### src/rtl/arcsin_taylor_pkg.sv
// Shared formats, series coefficients and FSM encoding for the arcsin Taylor core.
// Pure declarations, no timing behaviour.
// No handshake; imported by the core and its datapath helper.
package arcsin_taylor_pkg;

    // Fractional bit counts of the input (Q4.12), output (Q4.8) and coefficients (Q0.16)
    localparam int Q_IN_FRAC   = 12;
    localparam int Q_OUT_FRAC  = 8;
    localparam int Q_COEF_FRAC = 16;

    // Internal magnitudes are unsigned Q.12 in 18 bits; products are 36 bits
    localparam int MAG_W  = 18;
    localparam int PROD_W = 2 * MAG_W;

    // The shared multiplier always drops Q_IN_FRAC bits; coefficient products need 4 more
    localparam int ACC_EXTRA_SHR = Q_COEF_FRAC - Q_IN_FRAC;
    localparam int RND_SHR       = Q_IN_FRAC - Q_OUT_FRAC;

    localparam int ONE_Q12    = 4096;
    localparam int PI_HALF_Q8 = 402;

    // Odd-power coefficients for x^3, x^5, x^7, x^9: 1/6, 3/40, 15/336, 35/1152 (index 0 first)
    localparam logic [3:0][15:0] COEF = {16'd1991, 16'd2926, 16'd4915, 16'd10923};

    typedef enum logic [2:0] {
        IDLE,
        SQR,
        POW,
        ACC,
        OUT
    } state_t;

endpackage

### src/rtl/arcsin_taylor_mul.sv
// Unsigned W x W multiplier with a fixed truncating right shift of the product.
// Purely combinational, zero latency.
// No handshake; the caller muxes operands and registers the result.
module fxp_mul_shr #(
    parameter int W     = 18,
    parameter int SHIFT = 12
) (
    input  logic [W-1:0]         a,
    input  logic [W-1:0]         b,
    output logic [2*W-SHIFT-1:0] y
);

    localparam int YW = 2 * W - SHIFT;

    logic [2*W-1:0] prod;

    assign prod = {{W{1'b0}}, a} * {{W{1'b0}}, b};
    assign y    = YW'(prod >> SHIFT);

endmodule

### src/rtl/arcsin_taylor.sv
// arcsin(x) of a signed Q4.12 sine value via an odd-power Taylor series, result signed Q4.8.
// Latency: res_vld_o pulses in the cycle after the (2*N_TERMS-1)-th edge following acceptance.
// Backpressure: in_rdy_o is high only in IDLE; arg_vld_i while busy is ignored (no queue).
// Optional ARCSIN_SAT_EN: |x| > 1.0 returns +/-pi/2 with range_err_o; otherwise |x| is clamped to 1.0.
module arcsin_taylor
    import arcsin_taylor_pkg::*;
#(
    parameter int INT_BITS_I = 16,
    parameter int INT_BITS_O = 12,
    parameter int N_TERMS    = 4
) (
    input  logic                  clk_i,
    input  logic                  arst_n_i,
    input  logic [INT_BITS_I-1:0] x_i,
    input  logic                  arg_vld_i,
    output logic                  in_rdy_o,
    output logic [INT_BITS_O-1:0] asinx_o,
    output logic                  res_vld_o
`ifdef ARCSIN_SAT_EN
    ,
    output logic                  range_err_o
`endif
);

    localparam int                  IN_EXT_W = INT_BITS_I + 1;
    localparam logic [IN_EXT_W-1:0] ONE_IN   = IN_EXT_W'(ONE_Q12);
    localparam logic [IN_EXT_W-1:0] LSB_IN   = 1;
    localparam logic [2:0]          K_LAST   = 3'(N_TERMS - 2);
    localparam logic [MAG_W-1:0]    RND_HALF = MAG_W'(1 << (RND_SHR - 1));
    localparam logic [INT_BITS_O-1:0] PI_HALF = INT_BITS_O'(PI_HALF_Q8);

    state_t                  state, state_nxt;
    logic                    sign_q;
    logic [MAG_W-1:0]        x2_q, p_q, acc_q;
    logic [2:0]              k_q;
    logic [IN_EXT_W-1:0]     x_ext, x_abs;
    logic                    x_oor;
    logic [MAG_W-1:0]        x_mag, mul_a, mul_b, acc_sum;
    logic [PROD_W-Q_IN_FRAC-1:0] mul_y;
    logic [INT_BITS_O-1:0]   out_mag, out_val, asinx_q;
    logic                    load_out, res_vld_q;
`ifdef ARCSIN_SAT_EN
    logic                    sat_q, range_err_q;
`endif

    // Magnitude is one bit wider than the input so that -32768 becomes +32768 rather than wrapping
    assign x_ext = {x_i[INT_BITS_I-1], x_i};
    assign x_abs = x_i[INT_BITS_I-1] ? (~x_ext + LSB_IN) : x_ext;
    assign x_oor = x_abs > ONE_IN;
    assign x_mag = x_oor ? MAG_W'(ONE_IN) : MAG_W'(x_abs);

    assign in_rdy_o = (state == IDLE);

    // Operand mux for the single shared multiplier: square, power step, coefficient product
    always_comb begin
        mul_a = p_q;
        mul_b = x2_q;
        case (state)
            SQR:     mul_b = p_q;
            ACC:     mul_b = {2'b00, COEF[k_q[1:0]]};
            default: mul_b = x2_q;
        endcase
    end

    fxp_mul_shr #(
        .W    (MAG_W),
        .SHIFT(Q_IN_FRAC)
    ) u_mul (
        .a(mul_a),
        .b(mul_b),
        .y(mul_y)
    );

    assign acc_sum = acc_q + MAG_W'(mul_y >> ACC_EXTRA_SHR);
    assign out_mag = INT_BITS_O'((acc_sum + RND_HALF) >> RND_SHR);

    // Result selection: sign applied last to the rounded magnitude keeps the function exactly odd
    always_comb begin
        out_val = sign_q ? (-out_mag) : out_mag;
`ifdef ARCSIN_SAT_EN
        if (sat_q) begin
            out_val = sign_q ? (-PI_HALF) : PI_HALF;
        end
`endif
    end

    // Next-state logic of the iteration sequencer
    always_comb begin
        state_nxt = state;
        case (state)
            IDLE: if (arg_vld_i) state_nxt = SQR;
            SQR: begin
                state_nxt = POW;
`ifdef ARCSIN_SAT_EN
                if (sat_q) state_nxt = OUT;
`endif
            end
            POW:     state_nxt = ACC;
            ACC:     state_nxt = (k_q < K_LAST) ? POW : OUT;
            OUT:     state_nxt = IDLE;
            default: state_nxt = IDLE;
        endcase
    end

    // The result is registered on the edge that enters OUT, so res_vld_o is high during OUT
    assign load_out = (state != OUT) && (state_nxt == OUT);

    // State register
    always_ff @(posedge clk_i or negedge arst_n_i) begin
        if (!arst_n_i) state <= IDLE;
        else           state <= state_nxt;
    end

    // Series datapath: latch argument, square it, then alternate power and accumulate steps
    always_ff @(posedge clk_i or negedge arst_n_i) begin
        if (!arst_n_i) begin
            sign_q <= 1'b0;
            x2_q   <= '0;
            p_q    <= '0;
            acc_q  <= '0;
            k_q    <= '0;
`ifdef ARCSIN_SAT_EN
            sat_q  <= 1'b0;
`endif
        end else begin
            case (state)
                IDLE: begin
                    if (arg_vld_i) begin
                        sign_q <= x_i[INT_BITS_I-1];
                        p_q    <= x_mag;
                        acc_q  <= x_mag;
                        k_q    <= '0;
`ifdef ARCSIN_SAT_EN
                        sat_q  <= x_oor;
`endif
                    end
                end
                SQR: x2_q <= MAG_W'(mul_y);
                POW: p_q  <= MAG_W'(mul_y);
                ACC: begin
                    acc_q <= acc_sum;
                    k_q   <= k_q + 3'd1;
                end
                default: ;
            endcase
        end
    end

    // Output registers: value held between results, valid is a single-cycle pulse
    always_ff @(posedge clk_i or negedge arst_n_i) begin
        if (!arst_n_i) begin
            asinx_q     <= '0;
            res_vld_q   <= 1'b0;
`ifdef ARCSIN_SAT_EN
            range_err_q <= 1'b0;
`endif
        end else begin
            res_vld_q <= load_out;
            if (load_out) asinx_q <= out_val;
`ifdef ARCSIN_SAT_EN
            range_err_q <= load_out && (state == SQR);
`endif
        end
    end

    assign asinx_o   = asinx_q;
    assign res_vld_o = res_vld_q;
`ifdef ARCSIN_SAT_EN
    assign range_err_o = range_err_q;
`endif

endmodule
### config.mk
export PLATFORM = sky130hd
export DESIGN_NAME = arcsin_taylor
export DESIGN_NICKNAME = d
export VERILOG_FILES = /design/src/rtl/arcsin_taylor_pkg.sv /design/src/rtl/arcsin_taylor_mul.sv /design/src/rtl/arcsin_taylor.sv
export SDC_FILE = /design/constraint.sdc
export NUM_CORES = 1
export LEC_CHECK = 0
export ABC_AREA = 1
export BUFFER_PORTS_ARGS = -buffer_cell sky130_fd_sc_hd__buf_2
export CAP_MARGIN = 20
export CORE_MARGIN = 3
export CORE_UTILIZATION = 65
export CTS_BUF_LIST = sky130_fd_sc_hd__clkbuf_8 sky130_fd_sc_hd__clkbuf_16
export CTS_CLUSTER_SIZE = 10
export DETAILED_ROUTE_END_ITERATION = 7
export MAX_ROUTING_LAYER = met4
export PLACE_DENSITY = 0.78
export SYNTH_ARGS = -nofsm -noshare
export SYNTH_HDL_FRONTEND = slang
export SYNTH_HIERARCHICAL = 1
export SYNTH_SLANG_ARGS = --single-unit
export TNS_END_PERCENT = 50
### constraint.sdc
create_clock -name clk_i -period 24.8 [get_ports clk_i]
set_input_delay 4.96 -clock clk_i [delete_from_list [all_inputs] [get_ports clk_i]]
set_output_delay 4.96 -clock clk_i [all_outputs]
set_load 0.02 [all_outputs]
==> results.json <==
{
  "final_layout_size_suffix_gt1_share_pct": 7.16,
  "portBuffers": 32,
  "num_rows": 56,
  "clock_latency_ns": 0.34,
  "cap_viol_max_count": 0,
  "syn2layout_area_growth_pct": 5.09,
  "grt_use_total_pct": 36.0,
  "drt_iter0_markers": 1202,
  "drt_wl_total_um": 44600,
  "hold_slack_ns": 0.476,
  "clk_pin_slew_ns": 0.06,
  "grt_pass1_vias": 14200,
  "grt-ovfl-total": 0,
  "htree_num_levels": 3,
  "die-area_mm2": 0.0265,
  "place_hpwl_um": 34700,
  "fin_nets": 2630,
  "fin_crit_ns": 10.49,
  "ios": 33,
  "cp-start-kind": "flop",
  "rsz0062_at_grt": "false",
  "hold_class": "flop to flop",
  "syn_inst": 2261,
  "cts_tree": "built",
  "post_drt_via_cell_ratio": 5.44,
  "cts.path.max_buffers": 2,
  "dieHeight_um": 163,
  "place_congestion": 0.977,
  "grt_max_degree": 73,
  "endpoint_kind": "flop",
  "finalSetupViolations": 0,
  "cts_resized": 0,
  "layout_common_cells": "nand2_1, inv_1, fa_1",
  "cts_setup_buffers": 0,
  "status": "finished clean",
  "period_share_pct": 42.3,
  "fillCellCount": 2074,
  "first_pass_iters": 5,
  "max_freq_mhz": 95.4,
  "finalClockSkew_ns": 0.0108,
  "crit_required_ns": 25.03,
  "hold_viol": 0,
  "critPathKind": "flop to flop",
  "path_max_fanout": 22,
  "n_antenna_cell": 0,
  "yosysWarnings": 6,
  "drtAntennaViolNets": 0,
  "wl_per_cell_um": 17.4,
  "worst_path_max_delay_cell": "nor2_1",
  "dp_worst_setup_slack_ns": 14.60,
  "drcViolationCount": 0,
  "tightest_slew_ns": 1.06,
  "finalMaxSlewViolations": 0,
  "syn_nets": 2646,
  "die_w_um": 163,
  "setup_tns_ns": 0,
  "cts_buffers": 9,
  "cpPeakStageDelay_ns": 0.71,
  "synth_area_mm2": 0.0160,
  "final_common_cell": "nand2_1",
  "avgSynthCellArea_um2": 7.06,
  "antenna_found_initial": 0,
  "clock_tree.root_cell": "clkbuf_16",
  "slew_headroom_pct": 28.9,
  "seqCellArea_mm2": 0.00180,
  "initial_core_util_pct": 67.0,
  "grt_first_pass_wirelength_um": 72300,
  "cts_hold_buf": 0,
  "vias": 14000,
  "cp_common_cell": "inv_1",
  "cts.sinks": 72,
  "finalWorstSetupSlack_ns": 14.31,
  "design.core.area_mm2": 0.0238,
  "worstPathArrival_ns": 10.72,
  "multi_input_area_mm2": 0.0116
}
==> metal layers <==
layer  global-route usage, %  up-vias  wire, um
li1                        -     6493         -
met1                    44.9     6736     17700
met2                    59.3      579     21400
met3                    3.79      168      2980
met4                    17.2        0      2630
met5                       -        -         0
==> layout make-up <==
type / instances / share of cell area [%]
flip-flops and latches: 72 / 10.7
well taps: 319 / 2.38
clock inverters: 7 / 0.850
multi-input cells: 1495 / 68.9
repair buffers: 60 / 2.21
clock buffers: 9 / 1.34
inverters: 607 / 13.6
==> state kept, by name, indices dropped and copies added (netlist names) <==
| signal | count |
|---|---|
| mul_a | 18 |
| k_q | 3 |
| state | 3 |
| sign_q | 1 |
| res_vld_o | 1 |
| x2_q | 18 |
| acc_q | 16 |
| asinx_o | 12 |
==> final timing paths <==
kind                          endpoint  slack (ns)  cells past startpoint     start
setup / recovery           asinx_o[10]       14.31                     44  state[0]
hold / removal                x2_q[11]        0.48                      2  x2_q[11]
min in group asynchronous   asinx_o[2]        4.81                      2  arst_n_i
setup reg to reg           asinx_o[10]       14.31                     44  state[0]
hold reg to reg               x2_q[11]        0.48                      2  x2_q[11]
max in group asynchronous     mul_a[5]       19.34                      2  arst_n_i
==> metrics by stage <==
| stage | util [%] | area [um^2] | instances |
|---|---|---|---|
| final | 70.4 | 16800 | 2569 |
| after global routing | 70.4 | 16800 | 2569 |
| after CTS | 70.4 | 16800 | 2569 |
| after detailed placement | 68.9 | 16400 | 2553 |
| after global placement | 68.9 | 16400 | 2553 |
| after floorplan | - | 16000 | 2261 |
==> worst max-delay path: cells and delay by family, from the launching register on <==
| family | cells | cell delay (ns) |
|---|---|---|
| fa+ha+maj | 10 | 4.28 |
| simple gates | 19 | 2.76 |
| buf+inv | 11 | 1.80 |
| compound gates | 3 | 0.71 |
| xor+xnor | 1 | 0.45 |
| flops | 1 | 0.35 |
Power is not shown: default switching activity piles up to over one toggle a cycle in this logic, so the estimate is an artifact.
